**config.mk**
```make
export PLATFORM = sky130hd
export DESIGN_NAME = seq_mult_feeder_flat
export DESIGN_NICKNAME = d
export VERILOG_FILES = /design/src/rtl/seq_mult_feeder_if.sv /design/src/rtl/seq_mult_feeder.sv /design/src/flat_wrapper.sv
export SDC_FILE = /design/constraint.sdc
export NUM_CORES = 1
export LEC_CHECK = 0
export ABC_AREA = 1
export CAP_MARGIN = 30
export CORE_UTILIZATION = 45
export DETAILED_ROUTE_END_ITERATION = 12
export PLACE_DENSITY = 0.68
export SYNTH_ARGS = -nofsm -noshare
export SYNTH_HDL_FRONTEND = slang
export SYNTH_SLANG_ARGS = --single-unit
export TNS_END_PERCENT = 20
```
**constraint.sdc**
```tcl
create_clock -name clk -period 2.4 [get_ports clk]
set_clock_uncertainty 0.1 [all_clocks]
set_input_delay 0.72 -clock clk [delete_from_list [all_inputs] [get_ports clk]]
set_output_delay 0.72 -clock clk [all_outputs]
set_load 0.005 [all_outputs]
```
**src/rtl/seq_mult_feeder_if.sv**
```systemverilog
// Handshake/bus bundle between a controller and the shift-and-add multiplier feeder.
// The feeder's outputs drive a downstream enable/sync-clear register directly.
interface seq_mult_feeder_if #(
  parameter int DW = 16
);
  localparam int OW = DW / 2;

  logic          start;
  logic          abort;
  logic [OW-1:0] op_a;
  logic [OW-1:0] op_b;
  logic [DW-1:0] product;
  logic          load_en;
  logic          clear_out;
  logic          busy;
  logic          done;

  modport master (
    output start, abort, op_a, op_b,
    input  product, load_en, clear_out, busy, done
  );

  modport slave (
    input  start, abort, op_a, op_b,
    output product, load_en, clear_out, busy, done
  );
endinterface

```
**src/rtl/seq_mult_feeder.sv**
```systemverilog
// Fixed-latency unsigned shift-and-add multiplier that feeds a downstream
// enable/sync-clear register: clear_out zeroes it at accept, load_en loads the product.
module seq_mult_feeder #(
  parameter int DW = 16
) (
  input  logic              clk,
  input  logic              rst,
  seq_mult_feeder_if.slave  bus
);
  localparam int OW = DW / 2;
  localparam int CW = $clog2(OW + 1);
  localparam logic [CW-1:0] LAST = CW'(OW - 1);

  if ((DW % 2) != 0 || DW < 4) begin : g_bad_dw
    $error("seq_mult_feeder: DW must be even and >= 4");
  end

  typedef enum logic [1:0] {IDLE, CALC, DONE} state_t;

  state_t        state_q, state_d;
  logic [DW-1:0] acc_q, acc_d;
  logic [DW-1:0] mcand_q, mcand_d;
  logic [OW-1:0] mplr_q, mplr_d;
  logic [CW-1:0] cnt_q, cnt_d;

  always_ff @(posedge clk) begin
    if (rst) begin
      state_q <= IDLE;
      acc_q   <= '0;
      mcand_q <= '0;
      mplr_q  <= '0;
      cnt_q   <= '0;
    end else begin
      state_q <= state_d;
      acc_q   <= acc_d;
      mcand_q <= mcand_d;
      mplr_q  <= mplr_d;
      cnt_q   <= cnt_d;
    end
  end

  always_comb begin
    state_d = state_q;
    acc_d   = acc_q;
    mcand_d = mcand_q;
    mplr_d  = mplr_q;
    cnt_d   = cnt_q;
    case (state_q)
      IDLE: begin
        if (bus.start) begin
          state_d = CALC;
          acc_d   = '0;
          mcand_d = {{OW{1'b0}}, bus.op_a};
          mplr_d  = bus.op_b;
          cnt_d   = '0;
        end
      end
      CALC: begin
        // Abort freezes the datapath; acc keeps its partial sum but is never strobed out.
        if (bus.abort) begin
          state_d = IDLE;
        end else begin
          if (mplr_q[0]) acc_d = acc_q + mcand_q;
          mcand_d = mcand_q << 1;
          mplr_d  = mplr_q >> 1;
          cnt_d   = cnt_q + CW'(1);
          if (cnt_q == LAST) state_d = DONE;
        end
      end
      DONE:    state_d = IDLE;
      default: state_d = IDLE;
    endcase
  end

  // Moore outputs only; nothing here looks at the inputs.
  assign bus.product   = acc_q;
  assign bus.load_en   = (state_q == DONE);
  assign bus.done      = (state_q == DONE);
  assign bus.clear_out = (state_q == CALC) && (cnt_q == '0);
  assign bus.busy      = (state_q != IDLE);
endmodule

```
**src/flat_wrapper.sv**
```systemverilog
// flat-port wrapper written by rule: the top's interface ports become plain ports
module seq_mult_feeder_flat 
#(
  parameter int DW = 16
)
  (clk, rst, bus_start, bus_abort, bus_op_a, bus_op_b, bus_product, bus_load_en, bus_clear_out, bus_busy, bus_done);
  seq_mult_feeder_if #(.DW(DW)) bus_i ();
  input  logic clk;
  input  logic rst;
  input wire logic [$bits(bus_i.start)-1:0] bus_start;
  input wire logic [$bits(bus_i.abort)-1:0] bus_abort;
  input wire logic [$bits(bus_i.op_a)-1:0] bus_op_a;
  input wire logic [$bits(bus_i.op_b)-1:0] bus_op_b;
  output wire logic [$bits(bus_i.product)-1:0] bus_product;
  output wire logic [$bits(bus_i.load_en)-1:0] bus_load_en;
  output wire logic [$bits(bus_i.clear_out)-1:0] bus_clear_out;
  output wire logic [$bits(bus_i.busy)-1:0] bus_busy;
  output wire logic [$bits(bus_i.done)-1:0] bus_done;
  assign bus_i.start = bus_start;
  assign bus_i.abort = bus_abort;
  assign bus_i.op_a = bus_op_a;
  assign bus_i.op_b = bus_op_b;
  assign bus_product = bus_i.product;
  assign bus_load_en = bus_i.load_en;
  assign bus_clear_out = bus_i.clear_out;
  assign bus_busy = bus_i.busy;
  assign bus_done = bus_i.done;
  seq_mult_feeder #(.DW(DW)) u_core (.clk(clk), .rst(rst), .bus(bus_i));
endmodule
```
# Yosys cells after proc, flatten, opt, wreduce, memory -nomap -nowiden

Cells that the tools add are included.
Widths: inputs -> output; s select.

Input port bits: 20
Flip-flop bits (word level): 46

Reductions and logical operators: 8
Muxes and demuxes: 17
Equal/unequal tests: 7
Add/subtract/negate cells: 2

Operators by type and width:

| cell                | number |
|---|---|
| $mux 16             | 5 |
| $pmux 16 s2         | 2 |
| $add 16x16->16      | 1 |
| $mux 8              | 2 |
| $pmux 8 s2          | 1 |
| $mux 4              | 2 |
| $pmux 4 s2          | 1 |
| $mux 2              | 3 |
| $add 4x1->4 const B | 1 |
| $eq 4x3->1 const B  | 1 |
| $logic_not 4->1     | 1 |
| $ne 2x2->1 const B  | 2 |
| $pmux 2 s2          | 1 |
| $reduce_and 4->1    | 1 |
| $reduce_bool 2->1   | 2 |
| $ne 3x2->1 const B  | 1 |
| $reduce_and 3->1    | 1 |
| $eq 2x1->1 const B  | 1 |
| $eq 2x2->1 const B  | 1 |
| $logic_not 2->1     | 1 |
| $ne 2x1->1 const B  | 1 |
| $reduce_and 2->1    | 1 |
| $logic_and 1x1->1   | 1 |

# Depth between registers and ports, before layout

Gate-level depths: netlist of run 1.

Word-level depth: 4
Depth in mapped cells: 11

# Worst setup path after synthesis of run 1

Ideal clock, no wire load.

Path kind: register to register
From: reg u_core.acc_q[0], in the netlist u_core.bus.product[0]
To: reg u_core.acc_q[8], in the netlist u_core.bus.product[8]
Stages on the path, launching flop included: 11
Data arrival time: 1.639 ns
Clock period less this slack: 1.874 ns
Slack: 0.526 ns
Path through: dfxtp_1 > ha_1 > inv_1 > fa_1 > inv_1 > nand3_1 > nand3_1 > a21oi_1 > or2_2 > nand3_2 > a21oi_2

Word-level cells in the longest chain between the ends: 4

Ends and longest elaborated chain:

| what                     | line                  | RTL |
|---|---|---|
| start: declaration       | seq_mult_feeder.sv:21 | `logic [DW-1:0] acc_q, acc_d;` |
| start signal: assignment | seq_mult_feeder.sv:29 | `acc_q <= '0;` |
| start signal: assignment | seq_mult_feeder.sv:35 | `acc_q <= acc_d;` |
| $add 16x16->16           | seq_mult_feeder.sv:63 | `if (mplr_q[0]) acc_d = acc_q + mcand_q;` |
| $mux 16                  | seq_mult_feeder.sv:63 |  |
| $mux 16                  | seq_mult_feeder.sv:60 | `if (bus.abort) begin` |
| $pmux 16 s2              | seq_mult_feeder.sv:48 | `case (state_q)` |

Every way passes these cells. The select of a mux whose other input is x is not followed.
A chain may end at the register's enable or synchronous reset.

# Worst setup path in the final report of run 1

From: reg u_core.state_q[0]
To: out bus_busy

Word-level cells in the longest chain between the ends: 1

Ends and longest elaborated chain:

| what                     | line                  | RTL |
|---|---|---|
| start: declaration       | seq_mult_feeder.sv:20 | `state_t state_q, state_d;` |
| start signal: assignment | seq_mult_feeder.sv:34 | `state_q <= state_d;` |
| $reduce_bool 2->1        | seq_mult_feeder.sv:80 | `assign bus.busy = (state_q != IDLE);` |
| end: declaration         | flat_wrapper.sv:17    | `output wire logic [$bits(bus_i.busy)-1:0] bus_busy;` |

Every way passes these cells.

==> results of run 1 <==
==> cells in the mapped netlist, types with 5 or more instances <==
| master | n |
|---|---|
| nand2_1 | 126 |
| inv_1 | 48 |
| dfxtp_1 | 46 |
| a21oi_1 | 31 |
| nor2_1 | 24 |
| o21ai_0 | 22 |
| ha_1 | 17 |
| nand3_1 | 17 |
| a31oi_1 | 14 |
| a21oi_2 | 8 |
| nand3_2 | 7 |
| or2_2 | 5 |
==> sequential cells by signal (all words and copies together) (netlist names) <==
name,count
u_core.cnt_q,4
u_core.bus.product,16
u_core.mcand_q,16
u_core.state_q,2
u_core.mplr_q,8
==> logic make-up after synthesis <==
family	count (synthesis)	share of synthesized area (%)
simple gates	195	31.9
fa+ha+maj	18	8.09
buf+inv	69	10.7
compound gates	82	16.4
flops	46	32.0
xor+xnor	3	0.913
==> per-stage QoR <==
| stage | std cells | instance area [µm²] |
|---|---|---|
| global route | 528 | 3440 |
| detailed placement | 520 | 3330 |
| finish | 528 | 3440 |
| floorplan | 413 | 2880 |
| CTS | 528 | 3440 |
| global placement | 520 | 3330 |
==> cell type report <==
cell class	count	share of cell area, %
Multi-Input combinational cell	298	47.9
Sequential cell	46	26.8
Timing Repair Buffer	47	13.4
Inverter	54	5.96
Tap cell	75	2.73
Clock buffer	6	2.11
Clock inverter	2	1.09
==> worst max path at each step <==
stage / start / endpoint / slack (ns) / cells past startpoint
3_5_place_dp: bus_start / u_core.bus.product[12] / 0.09 / 9
6_report: u_core.state_q[0] / bus_busy / 0.18 / 3
3_3_place_gp: bus_start / u_core.bus.product[9] / 0.12 / 9
4_1_cts: u_core.state_q[0] / bus_busy / 0.16 / 3
2_1_floorplan: u_core.bus.product[0] / u_core.bus.product[8] / 0.53 / 10
5_1_grt: u_core.state_q[0] / bus_busy / 0.08 / 3
==> what timing repair did <==
action	in CTS	in global routing
hold buffers	0	0
resized for setup	1	0
setup endpoints to repair	1	0
==> power groups by stage <==
stage | sequential, W | combinational [W] | clock, W
floorplan | 0.000855 | 0.000254 | 0
global placement | 0.000868 | 0.000347 | 0
detailed placement | 0.000869 | 0.000352 | 0
CTS | 0.000852 | 0.000352 | 0.000603
global route | 0.000858 | 0.000395 | 0.000635
finish | 0.000853 | 0.000350 | 0.000594
==> metal layers <==
| layer | global-route usage (%) | wire, µm | part of all wire (%) | up-vias |
|---|---|---|---|---|
| met5 | 0 | 0 | 0 | - |
| met2 | 37.3 | 3050 | 47 | 42 |
| li1 | - | - | - | 1423 |
| met3 | 3.11 | 216 | 3.4 | 8 |
| met4 | 6.32 | 68 | 1.1 | 0 |
| met1 | 26.8 | 3090 | 48 | 1220 |
==> worst max-delay path: cells and delay by family (launching register included) <==
kind | cells | cell delay [ns]
AND/OR/NAND/NOR | 1 | 0.11
flip-flops | 1 | 0.42
buffers and inverters | 2 | 0.58
==> results by group, run 1 <==
Global route
  • Initial antenna violation count: 0
  • Largest net degree at the start of global routing: 27
  • Overall routing resource usage: 21.3%
  • First-pass GRT wire length: 10900 µm
  • Total congestion overflow: 0
  • Vias in the first global route: 2478

Clock network
  • CTS root buffer: clkbuf_8
  • H-Tree Depth: 2
  • CTS tree: yes
  • Worst skew pair latency: 0.30 ns
  • Clk buf depth: 2
  • Clock sink total: 46
  • Clock-pin slew on the worst setup and hold paths: 0.09 ns
  • Post CTS Setup Buffer Count: 0
  • TritonCTS Buffers: 5

Layout
  • Fin nets: 490
  • Commonest non-fill, non-tap cell in the layout: nand2_1
  • Multi-input gate area: 1650 µm²
  • Storage element area: 921 µm²
  • Most frequent cells in the layout: nand2_1 (126), inv_1 (48), dfxtp_1 (46)
  • Antenna fix cells: 0
  • Filler instances: 614
  • Util after Layout: 56.8%
  • Fraction of layout cells with a size suffix above 1: 10.6%
  • Area delta synth->final: 19.6%

Pwr
  • Total Power: 0.00180 W
  • Internal power: 0.00127 W
  • Combinational power share: 19.5%
  • Psw: 0.000524 W
  • Pwr/cell area: 522 nW/µm²
  • Clock share of power: 33.1%
  • VDD IR max: 0.000315 V
  • Sw Share: 29.1%
  • Static leakage: 1.57 nW
  • Power share of the sequential group: 47.5%

Critical path
  • CP max stage cell: clkdlybuf4s50_1
  • Worst path max stage delay: 0.51 ns
  • Worst-path fanout max: 3
  • R2r setup slk: 0.33 ns
  • Crit path DAT: 1.40 ns
  • WS Path Type: reg2out
  • Critical path required time: 1.58 ns
  • Endpoint class of the critical path: output port
  • R2r worst-path depth: 10
  • Worst r2r src: u_core.mcand_q[0]
  • Reg2reg end: u_core.bus.product[8]
  • Crit path cell chain: inv_2 > nand2_2 > clkdlybuf4s50_1
  • Critical path startpoint category: flip-flop

Timing
  • Minimum clock period: 2.22 ns
  • Slew HR: 76.0%
  • Worst-Margin Slew: 0.357 ns
  • Final Cycle Share: 92.6%
  • Fmax: 450 MHz
  • Setup TNS: 0 ns
  • Final Hold Viols: 0
  • Final WS setup: 0.176 ns
  • RSZ-0062 raised after global routing: no
  • Max-slew violations: 0
  • Setup Viol. Count Final: 0
  • Worst hold slack: 0.380 ns

Routing
  • Final WL: 6430 µm
  • Final antenna-violating net count: 0
  • Drc violations: 0
  • Initial DRC count: 114
  • Vias per std cell: 5.10
  • Vias: 2693
  • Pre-Repair DR Iteration Count: 4
  • DR WL/cell: 12.2 µm

Floorplan
  • Die footprint: 6720 µm²
  • Rows: 28
  • Die height: 82.0 µm
  • Core ar.: 6060 µm²
  • IO Count: 40
  • Initial core utilization: 47.5%
  • Die Width: 82.0 µm

Placed design
  • Dpl hpwl: 4810 µm
  • IO Port Bufs: 39
  • GPL Wtd Cong: 0.816
  • Pre-CTS WS: 0.0877 ns

Flow run
  • Max_cap viols: 0

Yosys
  • Cell count after synthesis: 413
  • Ys flop type: dfxtp_1
  • Share of the synthesized area in the top cell type: 32.0%
  • FFs w/ async S/R, synth: 0%
  • Synth top area cells: dfxtp_1 (32%), nand2_1 (16%), ha_1 (7.4%)
  • Register area share after synthesis: 32.0%
  • Synthesized area per cell: 6.97 µm²
  • Synthesized flop and latch total: 46
  • Syn Nets: 451
  • Synth Cell Area: 2880 µm²
  • Post-synth EDFFs: 0
  • Cell variety after synth: 38
  • Yosys warns: 0
  • Cell taking the most area after synthesis: dfxtp_1

Worst hold path
  • Worst hold-check path type: reg2reg
  • Hold Path Sink: u_core.mplr_q[0]
  • Hold path startpoint: u_core.mplr_q[1]
  • Hold path depth: 2

Status
  • Run status: finished, final reports clean
No activity file was read; power rests on OpenSTA's default activity.
==> run 2, diff against run 1 <==
--- a/config.mk
+++ b/config.mk
@@ -8,8 +8,10 @@
 export ABC_AREA = 1
 export CAP_MARGIN = 30
 export CORE_UTILIZATION = 45
+export CTS_CLUSTER_DIAMETER = 100
 export DETAILED_ROUTE_END_ITERATION = 12
 export PLACE_DENSITY = 0.68
+export REMOVE_ABC_BUFFERS = 1
 export SYNTH_ARGS = -nofsm -noshare
 export SYNTH_HDL_FRONTEND = slang
 export SYNTH_SLANG_ARGS = --single-unit
==> run 2 against run 1 <==
Against the previous run: final cell count is 0.38% higher; combinational power barely moved; non-clock buffer count up 2; utilization increased by 0.10 points; sequential share of layout area hardly changed; die area is the same; first-iteration DRC count shrank 11%; final area increased by 0.18%; critical path type unchanged; wire length increased by 2.0%.
==> results by group, run 2 (synthesis results as in run 1) <==
Floorplan
  • Initial core utilization: 47.5% (unchanged)
  • Die Width: 82.0 µm (unchanged)
  • Die height: 82.0 µm (unchanged)
  • Rows: 28 (unchanged)
  • IO Count: 40 (unchanged)
  • Core ar.: 6060 µm² (unchanged)
  • Die footprint: 6720 µm² (unchanged)

Placed design
  • Dpl hpwl: 4930 µm (+2.4%)
  • GPL Wtd Cong: 0.837 (+2.5%)
  • IO Port Bufs: 39 (unchanged)
  • Pre-CTS WS: 0.132 ns (+0.0439 ns)

Global route
  • First-pass GRT wire length: 10800 µm (-1.5%)
  • Overall routing resource usage: 20.8% (-0.52 points)
  • Initial antenna violation count: 0 (unchanged)
  • Largest net degree at the start of global routing: 24 (-11%)
  • Total congestion overflow: 0 (unchanged)
  • Vias in the first global route: 2464 (-0.56%)

Critical path
  • Critical path required time: 1.58 ns (about the same)
  • WS Path Type: reg2out
  • Crit path DAT: 1.40 ns (about the same)
  • Worst-path fanout max: 3 (unchanged)
  • Critical path startpoint category: flip-flop
  • Endpoint class of the critical path: output port
  • R2r worst-path depth: 10 (unchanged)

Clock network
  • Clock-pin slew on the worst setup and hold paths: 0.10 ns (about the same)
  • CTS tree: yes
  • Worst skew pair latency: 0.31 ns (about the same)
  • Clk buf depth: 2 (unchanged)
  • H-Tree Depth: 2 (unchanged)
  • CTS Hold Bufs: 0 (unchanged)
  • Post CTS Setup Buffer Count: 0 (unchanged)
  • Clock sink total: 46 (unchanged)
  • TritonCTS Buffers: 5 (unchanged)
  • CTS root buffer: clkbuf_8

Timing
  • Setup Viol. Count Final: 0 (unchanged)
  • Setup TNS: 0 ns (unchanged)
  • Worst-Margin Slew: 0.367 ns (+0.00928 ns)
  • Fmax: 450 MHz (+0.15%)
  • Final Hold Viols: 0 (unchanged)
  • Final Cycle Share: 92.5% (-0.14 points)
  • Worst hold slack: 0.368 ns (-0.0113 ns)
  • Slew HR: 75.4% (-0.62 points)
  • Minimum clock period: 2.22 ns (-0.00338 ns)
  • RSZ-0062 raised after global routing: no
  • Final WS setup: 0.180 ns (+0.00338 ns)
  • Max-slew violations: 0 (unchanged)

Layout
  • Most frequent cells in the layout: nand2_1 (126), inv_1 (48), dfxtp_1 (45)
  • Antenna fix cells: 0 (unchanged)
  • Fin nets: 492 (+0.41%)
  • Area delta synth->final: 19.8%
  • Fraction of layout cells with a size suffix above 1: 11.4% (+0.83 points)
  • Filler instances: 602 (-2.0%)
  • Commonest non-fill, non-tap cell in the layout: nand2_1
  • Multi-input gate area: 1650 µm² (unchanged)
  • Storage element area: 922 µm² (+0.14%)

Routing
  • Initial DRC count: 102 (-11%)
  • Final antenna-violating net count: 0 (unchanged)
  • Pre-Repair DR Iteration Count: 4 (unchanged)
  • Vias per std cell: 5.17 (+1.3%)
  • DR WL/cell: 12.4 µm (+1.6%)
  • Final WL: 6560 µm (+2.0%)
  • Vias: 2739 (+1.7%)
  • Drc violations: 0 (unchanged)

Worst hold path
  • Worst hold-check path type: reg2reg
  • Hold path depth: 2 (unchanged)

Pwr
  • Static leakage: 1.59 nW (+0.81%)
  • Pwr/cell area: 528 nW/µm² (+1.2%)
  • Total Power: 0.00182 W (+1.3%)
  • VDD IR max: 0.000320 V (+1.5%)

Flow run
  • Max_cap viols: 0 (unchanged)

Status
  • Run status: finished, final reports clean
==> run 2: path summary, 6_finish.rpt <==
kind                      from                    end  slack (ns)
max          u_core.state_q[1]            bus_load_en        0.18
min           u_core.mplr_q[7]       u_core.mplr_q[7]        0.37
max reg2reg  u_core.mcand_q[0]  u_core.bus.product[8]        0.32
min reg2reg   u_core.mplr_q[7]       u_core.mplr_q[7]        0.37
==> run 2: critical path, stage by stage, from the launching register on <==
cell and delay (ns):
dfxtp_1 0.34, inv_2 0.06, nor2_1 0.16, clkdlybuf4s50_1 0.53
==> run 2: routing by layer <==
layer	wire [µm]	track usage [%]	vias up	part of all wire [%]
li1	-	-	1418	-
met1	3260	26.4	1249	50
met3	293	3.33	6	4.5
met5	0	0	-	0
met2	2950	36.7	66	45
met4	59	4.39	0	0.90
==> run 2: cell type report <==
type | instances | share of cell area (%)
well taps | 75 | 2.72
clock buffers | 5 | 2.00
flip-flops and latches | 46 | 26.8
repair buffers | 49 | 13.5
multi-input cells | 298 | 47.8
inverters | 54 | 5.95
clock inverters | 3 | 1.27
==> run 2: what timing repair did <==
item	4_1_cts	5_1_grt
endpoints found under the setup margin	1	0
resized for setup	2	0
hold endpoints to repair	0	0
==> run 2: metrics by stage <==
step	instance area [µm²]	instances	utilization, %
final	3450	530	56.9
after global routing	3450	530	56.9
after CTS	3450	530	56.9
after detailed placement	3330	522	55.0
after global placement	3330	522	55.0
after floorplan	2780	398	-
==> run 2: power by group <==
part,internal (W),switching [W]
Clock,0.000313,0.000303
Combinational,0.000150,0.000201
Sequential,0.000812,0.0000412
